--- src/rtl/seg7_scan_pkg.sv ---
// Shared constants for the multiplexed 7-segment scan driver: segment table,
// state encoding and inactive-level helpers.
package seg7_scan_pkg;

    typedef enum logic {
        S_BLANK = 1'b0,
        S_ON    = 1'b1
    } state_t;

    // Active-high segment patterns, bit 0 = segment a, bit 6 = segment g.
    localparam logic [6:0] HEX_SEG [16] = '{
        7'h3F, 7'h06, 7'h5B, 7'h4F, 7'h66, 7'h6D, 7'h7D, 7'h07,
        7'h7F, 7'h6F, 7'h77, 7'h7C, 7'h39, 7'h5E, 7'h79, 7'h71
    };

    function automatic logic [6:0] seg_off(input bit act_low);
        return act_low ? 7'h7F : 7'h00;
    endfunction

    function automatic logic an_off_bit(input bit act_low);
        return act_low;
    endfunction

endpackage

--- src/rtl/seg7_hex_decode.sv ---
// Hex nibble to active-high 7-segment pattern (bit 0 = a).
// Purely combinational, zero latency.
module seg7_hex_decode
    import seg7_scan_pkg::*;
(
    input  logic [3:0] nib,
    output logic [6:0] seg_ah
);

    always_comb begin
        seg_ah = HEX_SEG[nib];
    end

endmodule

--- src/rtl/seg7_scan.sv ---
// Time-multiplexed 7-segment scanner: shadows smg_val once per frame, lights
// each digit for CLK_DIV cycles with BLANK_CYC dark cycles between digits.
module seg7_scan
    import seg7_scan_pkg::*;
#(
    parameter int NDIG        = 3,
    parameter int CLK_DIV     = 50000,
    parameter int BLANK_CYC   = 500,
    parameter int SEG_ACT_LOW = 1,
    parameter int AN_ACT_LOW  = 1
) (
    input  logic              clk,
    input  logic              reset,
    input  logic [4*NDIG-1:0] smg_val,
    input  logic              lz_en,
    input  logic [NDIG-1:0]   dp_mask,
    output logic [6:0]        seg,
    output logic              dp,
    output logic [NDIG-1:0]   an,
    output logic              frame_done
);

    localparam int CNT_MAX = (CLK_DIV > BLANK_CYC) ? CLK_DIV : BLANK_CYC;
    localparam int CW      = $clog2(CNT_MAX + 1);
    localparam int IW      = (NDIG > 1) ? $clog2(NDIG) : 1;

    localparam logic [CW-1:0]   ON_LAST    = CW'(CLK_DIV - 1);
    localparam logic [CW-1:0]   BLANK_LAST = CW'(BLANK_CYC - 1);
    localparam logic [IW-1:0]   IDX_LAST   = IW'(NDIG - 1);
    localparam logic [6:0]      SEG_OFF    = seg_off(SEG_ACT_LOW != 0);
    localparam logic            DP_OFF     = (SEG_ACT_LOW != 0);
    localparam logic [NDIG-1:0] AN_OFF     = {NDIG{an_off_bit(AN_ACT_LOW != 0)}};

    state_t              state;
    logic [CW-1:0]       cnt;
    logic [IW-1:0]       idx;
    logic [4*NDIG-1:0]   shadow;

    logic [3:0]          nib;
    logic [6:0]          dec_seg;
    logic                suppress;
    logic                dp_sel;
    logic [NDIG-1:0]     an_act;
    logic [6:0]          seg_drv;
    logic                dp_drv;
    logic [NDIG-1:0]     an_drv;

    // Select the nibble, dp and anode for the current index; suppression blanks
    // a non-zero-index digit when it and every higher shadow nibble are zero.
    always_comb begin
        nib      = '0;
        dp_sel   = 1'b0;
        an_act   = '0;
        suppress = 1'b0;
        for (int i = 0; i < NDIG; i++) begin
            if (IW'(i) == idx) begin
                nib       = shadow[4*i +: 4];
                dp_sel    = dp_mask[i];
                an_act[i] = 1'b1;
                if (i > 0) begin
                    suppress = lz_en && ((shadow >> (4*i)) == '0);
                end
            end
        end
    end

    seg7_hex_decode u_dec (
        .nib    (nib),
        .seg_ah (dec_seg)
    );

    // Polarity is the last stage before the output registers.
    always_comb begin
        seg_drv = (suppress ? 7'h00 : dec_seg) ^ SEG_OFF;
        dp_drv  = dp_sel ^ DP_OFF;
        an_drv  = an_act ^ AN_OFF;
    end

    always_ff @(posedge clk) begin
        if (reset) begin
            state      <= S_BLANK;
            cnt        <= '0;
            idx        <= '0;
            shadow     <= '0;
            an         <= AN_OFF;
            seg        <= SEG_OFF;
            dp         <= DP_OFF;
            frame_done <= 1'b0;
        end else begin
            frame_done <= 1'b0;
            case (state)
                S_BLANK: begin
                    if (cnt == BLANK_LAST) begin
                        state <= S_ON;
                        cnt   <= '0;
                        an    <= an_drv;
                        seg   <= seg_drv;
                        dp    <= dp_drv;
                    end else begin
                        cnt <= cnt + 1'b1;
                    end
                end
                S_ON: begin
                    if (cnt == ON_LAST) begin
                        state <= S_BLANK;
                        cnt   <= '0;
                        an    <= AN_OFF;
                        seg   <= SEG_OFF;
                        dp    <= DP_OFF;
                        if (idx == IDX_LAST) begin
                            idx        <= '0;
                            shadow     <= smg_val;
                            frame_done <= 1'b1;
                        end else begin
                            idx <= idx + 1'b1;
                        end
                    end else begin
                        // lz_en and dp_mask are live, so keep refreshing while lit.
                        cnt <= cnt + 1'b1;
                        an  <= an_drv;
                        seg <= seg_drv;
                        dp  <= dp_drv;
                    end
                end
            endcase
        end
    end

endmodule
--- config.mk ---
export PLATFORM = sky130hd
export DESIGN_NAME = seg7_scan
export DESIGN_NICKNAME = d
export VERILOG_FILES = /design/src/rtl/seg7_scan_pkg.sv /design/src/rtl/seg7_hex_decode.sv /design/src/rtl/seg7_scan.sv
export SDC_FILE = /design/constraint.sdc
export NUM_CORES = 1
export LEC_CHECK = 0
export BUFFER_PORTS_ARGS = -buffer_cell sky130_fd_sc_hd__buf_2
export CAP_MARGIN = 10
export CORE_MARGIN = 2
export CORE_UTILIZATION = 32
export DETAILED_ROUTE_END_ITERATION = 8
export PLACE_DENSITY = 0.59
export SYNTH_ARGS = -nofsm -noshare
export SYNTH_HDL_FRONTEND = slang
export SYNTH_HIERARCHICAL = 1
export SYNTH_SLANG_ARGS = --single-unit
--- constraint.sdc ---
create_clock -name clk -period 2.2 [get_ports clk]
set_input_delay 0.33 -clock clk [delete_from_list [all_inputs] [get_ports clk]]
set_output_delay 0.33 -clock clk [all_outputs]
set_load 0.05 [all_outputs]
==> results of run 1 <==
metal layers:
| metal | vias up | GRT usage [%] |
|---|---|---|
| li1 | 969 | - |
| met1 | 844 | 19.6 |
| met2 | 39 | 19.4 |
| met3 | 7 | 3.41 |
| met4 | 0 | 5.11 |
| met5 | - | 0 |
worst min path at each step:
stage | endpoint | depth (start not counted) | start
global route | shadow[5]$_SDFFE_PP0P_ | 3 | smg_val[5]
floorplan | cnt[0]$_SDFF_PP0_ | 1 | cnt[0]$_SDFF_PP0_
global placement | cnt[0]$_SDFF_PP0_ | 1 | cnt[0]$_SDFF_PP0_
finish | shadow[3]$_SDFFE_PP0P_ | 3 | smg_val[3]
CTS | shadow[6]$_SDFFE_PP0P_ | 3 | smg_val[6]
detailed placement | cnt[0]$_SDFF_PP0_ | 1 | cnt[0]$_SDFF_PP0_
power breakdown:
group | total [mW] | internal, mW | switching (mW) | leakage (nW)
sequential | 0.787 | 0.782 | 0.00469 | 0.347
combinational | 0.0453 | 0.0198 | 0.0255 | 0.552
clock | 0.482 | 0.223 | 0.259 | 0.0422
total | 1.31 | 1.02 | 0.290 | 0.942
metrics by stage:
stage	area, um2	total power [mW]	util (%)
4_1_cts	2570	1.33	38.2
3_3_place_gp	2490	0.851	37.0
6_report	2570	1.31	38.3
5_1_grt	2570	1.38	38.3
2_1_floorplan	2210	0.827	-
3_5_place_dp	2490	0.851	37.0
synthesized netlist by cell type, types with 2 or more instances:
| library cell | instances |
|---|---|
| nand2b_1 | 2 |
| and2_1 | 2 |
| buf_2 | 9 |
| o21ai_0 | 20 |
| xor2_1 | 11 |
| dfxtp_1 | 43 |
| nor2_1 | 20 |
| and4_1 | 6 |
| nand4_1 | 7 |
| nand3_1 | 24 |
| mux2i_1 | 7 |
| nor2b_1 | 3 |
| and3_1 | 3 |
| nor3_1 | 3 |
| inv_1 | 8 |
| nor4_1 | 2 |
| a21oi_1 | 19 |
| nand2_1 | 11 |
| o32a_1 | 8 |
| mux2_2 | 3 |
| or3_1 | 2 |
| ha_1 | 8 |
| xnor2_1 | 2 |
| clkbuf_1 | 8 |
registers in the layout (all words and copies together) (netlist names):
| name | flops |
|---|---|
| cnt | 16 |
| shadow | 12 |
| frame_done | 1 |
| dp | 1 |
| state | 1 |
| seg | 7 |
| an | 3 |
| idx | 2 |
layout make-up:
type                            count  area share [%]
Multi-Input combinational cell    181            47.7
Timing Repair Buffer               43            10.7
Clock inverter                      1           0.194
Sequential cell                    43            33.4
Tap cell                           80            3.89
Inverter                            8            1.17
Clock buffer                        7            2.96
kinds of logic (layout without fill, tap and decap cells):
kind of cell,count (synthesis),in the layout,share of synthesized area [%]
xor gates and xnor gates,13,13,5.16
DFF,43,43,39.0
buffers and inverters,27,59,5.61
adders and majority gates,8,8,4.54
and+or+nand+nor,93,93,23.7
muxes,11,11,5.90
AOI/OAI and AO/OA,56,56,16.1
worst max-delay path: cells and delay by family, from the launching register on:
family | cells | cell delay [ns]
compound gates | 2 | 0.27
fa+ha+maj | 1 | 0.26
buf+inv | 1 | 0.29
flops | 1 | 0.37
simple gates | 2 | 0.66
==> run metrics, run 1 <==
R2R Path End=shadow[1]$_SDFFE_PP0P_; Slew Limit Fails=0; Setup WS pre-CTS=0.174 ns; Starting DRT DRC Count=110; htree depth=2; largest net degree at the start of global routing=24; die area=7580 um2; register area=861 um2; Worst Setup End Kind=flop; Final #Nets=308; most frequent cells in the layout=dfxtp_1 (43), buf_2 (29), nand3_1 (24); Total GRT Usage=13.6%; Post-Synthesis Cell Area=2210 um2; Post-route DRC=0; worst-path cell chain=ha_1, and4_1, nand4_2, buf_4, o21ai_0, a21oi_1; Tcrit/Tclk final=89.1%; max-cap viol count=0; number of antenna violations at the first check in global routing=0; Initial Util=32.8%; Longest Clk Path Bufs=2; routed vias=1859; Met1 Wirelength=2590 um; critical path arrival=2.13 ns; Placer Congestion=0.859; met2 routed WL=2040 um; met3 WL=179 um; Final Instance Count excl. Fillers=363; largest area contributor in the synthesized netlist=dfxtp_1; r2r setup slk=0.24 ns; DRT antenna net count=0; First-pass DRT Iterations=4; Final setup viols=0; via-per-instance ratio=5.12; CTS tree=yes; Avg WL per Cell=13.5 um; Hold WC Path Type=in2reg; synth top area cells=dfxtp_1 (39%), nand3_1 (5.4%), ha_1 (4.5%); buffer count from post-CTS setup fixing=0; setup repair after global routing missed its margin=no; syn avg cell area=8.79 um2; pwr dens=511 nW/um2; cts bufs inserted=5; wirelength, routed=4890 um; Die Wd=87.1 um; Yosys reg bits=43; Hold Fails Final Rpt=0; GRT Residual Overflow=0; Area Overhead vs Synth=16.7%; Seq/Total Area, Yosys=39.0%; reg-to-reg critical path startpoint=cnt[0]$_SDFF_PP0_; Post-synth ARST share=0%; Distinct cells, synth=44; peak supply drop=0.231 mV; Port-buffer cells=29; Site Rows=30; Core Area=6720 um2; CP Max Fanout=12; Yosys warnings=6; Cells after Synth=251; multi-input logic area=1230 um2; WS Path Type=reg2reg; CP Data Required Time=2.37 ns; status=complete, no violations; Clock Latency Late Sink=0.29 ns; post-layout min period=1.96 ns; most common cell after layout, fill and taps aside=dfxtp_1; Clock Skews=0.00772 ns; CTS root buffer=clkbuf_8; vias in the first global route=1690; PostCTS Resize Cnt=0; relative slew slack=63.0%; top sig layer=met4; Yosys top cell area share=39.0%; Reg clk slew, reported paths=0.08 ns; Pleak=0.942 nW; Peak Freq=0.510 GHz; Ports=30; # clock sinks=43; HPWL Detailed=3460 um; n_diodes=0; commonest register cell after synthesis=dfxtp_1; Post-Syn Nets=277; share of cells above drive strength 1=21.2%; Cells after DPL=355; fillcell total=699; Die Y=87.1 um; first-pass GRT wire length=8250 um; min setup slack post-route=0.241 ns; Setup crit start kind=flop; EDFF count, synth=0; hold slack=0.279 ns; final setup TNS=0 ns; Worst-Margin Slew=0.555 ns; worst-path cell with the longest stage delay=dfxtp_1; CP peak stage delay=0.37 ns; Crit. Startpoint=cnt[0]$_SDFF_PP0_; CP endpoint=shadow[1]$_SDFFE_PP0P_; Post-CTS Hold Buffers=0; R2R depth=6
Power figures use the tool's default switching activity.
==> run 2: changes to the inputs <==
--- a/config.mk
+++ b/config.mk
@@ -10,7 +10,6 @@
 export CORE_MARGIN = 2
 export CORE_UTILIZATION = 32
 export DETAILED_ROUTE_END_ITERATION = 8
-export PLACE_DENSITY = 0.59
 export SYNTH_ARGS = -nofsm -noshare
 export SYNTH_HDL_FRONTEND = slang
 export SYNTH_HIERARCHICAL = 1
==> run metrics, run 2 (same netlist as run 1, synthesis figures left out) <==
worst hold stages=3; Worst-Margin Slew=0.548 ns; Area Overhead vs Synth=16.2%; max-cap viol count=0; CTS root buffer=clkbuf_8; First-pass DRT Iterations=4; Port-buffer cells=29; Placer Congestion=0.781; CP endpoint=seg[3]$_SDFFE_PP1P_; Final #Nets=310; # clock sinks=43; status=complete, no violations; DRT antenna net count=0; hold slack=0.284 ns; fillcell total=701; most frequent cells in the layout=dfxtp_1 (43), buf_2 (29), nand3_1 (24); Final setup viols=0; cts bufs inserted=5; Tcrit/Tclk final=92.5%; final setup TNS=0 ns; Largest regs=cnt x16, shadow x12, seg x7; Clock Skews=0.00915 ns; reg-to-reg critical path startpoint=idx[1]$_SDFFE_PP0P_; Pleak=0.945 nW; hold path startpoint=smg_val[8]; r2r setup slk=0.16 ns; Initial Util=32.8%; Clock Latency Late Sink=0.29 ns; htree depth=2; number of antenna violations at the first check in global routing=0; R2R depth=8; critical path arrival=2.28 ns; Peak Freq=0.491 GHz; Crit. Startpoint=idx[1]$_SDFFE_PP0P_; WS Path Type=reg2reg; most common cell after layout, fill and taps aside=dfxtp_1; R2R Path End=seg[3]$_SDFFE_PP1P_; via-per-instance ratio=5.17; peak supply drop=0.235 mV; first-pass GRT wire length=8390 um; Avg WL per Cell=13.8 um; Starting DRT DRC Count=139; Die Y=87.1 um; Hold Fails Final Rpt=0; n_diodes=0; Hold WC Path Type=in2reg; Reg clk slew, reported paths=0.09 ns; vias in the first global route=1696; share of cells above drive strength 1=21.8%; relative slew slack=63.5%; CTS tree=yes; Site Rows=30; Total GRT Usage=14.1%; HPWL Detailed=3630 um; CP Data Required Time=2.44 ns; Buf/Inv on CP=1; routed vias=1887; wirelength, routed=5030 um; number of flip-flops in the largest register=16; worst-path cell chain=nor2b_1, nand2_1, o21ai_0, inv_1, ha_1, mux4_1, nand3_1, o32a_1; Setup crit start kind=flop; die area=7580 um2; GRT Residual Overflow=0; CP peak stage delay=0.49 ns; post-layout min period=2.04 ns; Post-route DRC=0; Slew Limit Fails=0; setup repair after global routing missed its margin=no; Longest Clk Path Bufs=2; Ports=30; worst-path cell with the longest stage delay=mux4_1; Post-CTS Hold Buffers=0; Core Area=6720 um2; family with the most delay on the worst path=multiplexers; Biggest register=cnt; pwr dens=519 nW/um2; Worst Setup End Kind=flop; buffer count from post-CTS setup fixing=0; largest net degree at the start of global routing=24; PostCTS Resize Cnt=0; cell count along the critical path=8; Die Wd=87.1 um; CP Max Fanout=4
==> run 2: changes by cell type in the layout (fill, tap and decap cells not counted), moves of 2 or more <==
cell,change
o21ai_0,+2
buf_12,-2
o21ai_1,-2
buf_4,+4
==> run 2: cell type report <==
cell class              instances  area [um2]  share of cell area [%]
repair buffers                 45         265                    10.3
well taps                      80         100                    3.90
clock buffers                   6        72.6                    2.83
inverters                       8        30.0                    1.17
multi-input cells             181        1220                    47.7
flip-flops and latches         43         861                    33.6
clock inverters                 2        12.5                   0.488
==> run 2: worst min-delay path by stage <==
| stage | to | slack, ns |
|---|---|---|
| floorplan | cnt[0]$_SDFF_PP0_ | 0.43 |
| global placement | cnt[0]$_SDFF_PP0_ | 0.44 |
| detailed placement | cnt[0]$_SDFF_PP0_ | 0.45 |
| CTS | shadow[8]$_SDFFE_PP0P_ | 0.28 |
| global route | shadow[6]$_SDFFE_PP0P_ | 0.28 |
| finish | shadow[8]$_SDFFE_PP0P_ | 0.28 |
==> run 2: per-stage QoR <==
step / area (um2) / setup slack [ns] / instances / utilization, % / power, mW
2_1_floorplan: 2210 / 0.0710 / 251 / - / 0.827
3_3_place_gp: 2480 / 0.265 / 357 / 36.9 / 0.851
3_5_place_dp: 2480 / 0.189 / 357 / 36.9 / 0.852
4_1_cts: 2560 / 0.172 / 365 / 38.2 / 1.35
5_1_grt: 2560 / 0.0337 / 365 / 38.2 / 1.39
6_report: 2560 / 0.164 / 365 / 38.2 / 1.33
==> run 2: power breakdown <==
part	switching, mW	internal (mW)
Sequential	0.00482	0.782
Clock	0.277	0.222
Combinational	0.0254	0.0197
Total	0.307	1.02
==> run 2: routing by layer <==
layer,track usage [%],vias up,wire (um)
met1,19.8,879,2520
met2,21.6,36,2250
li1,-,968,-
met4,4.69,0,59
met3,2.65,4,200
met5,0,-,0
==> run 2: tightest hold or removal path, cell delays in order <==
cell	delay, ns
buf_2	0.09
nand3_1	0.05
a21oi_1	0.05
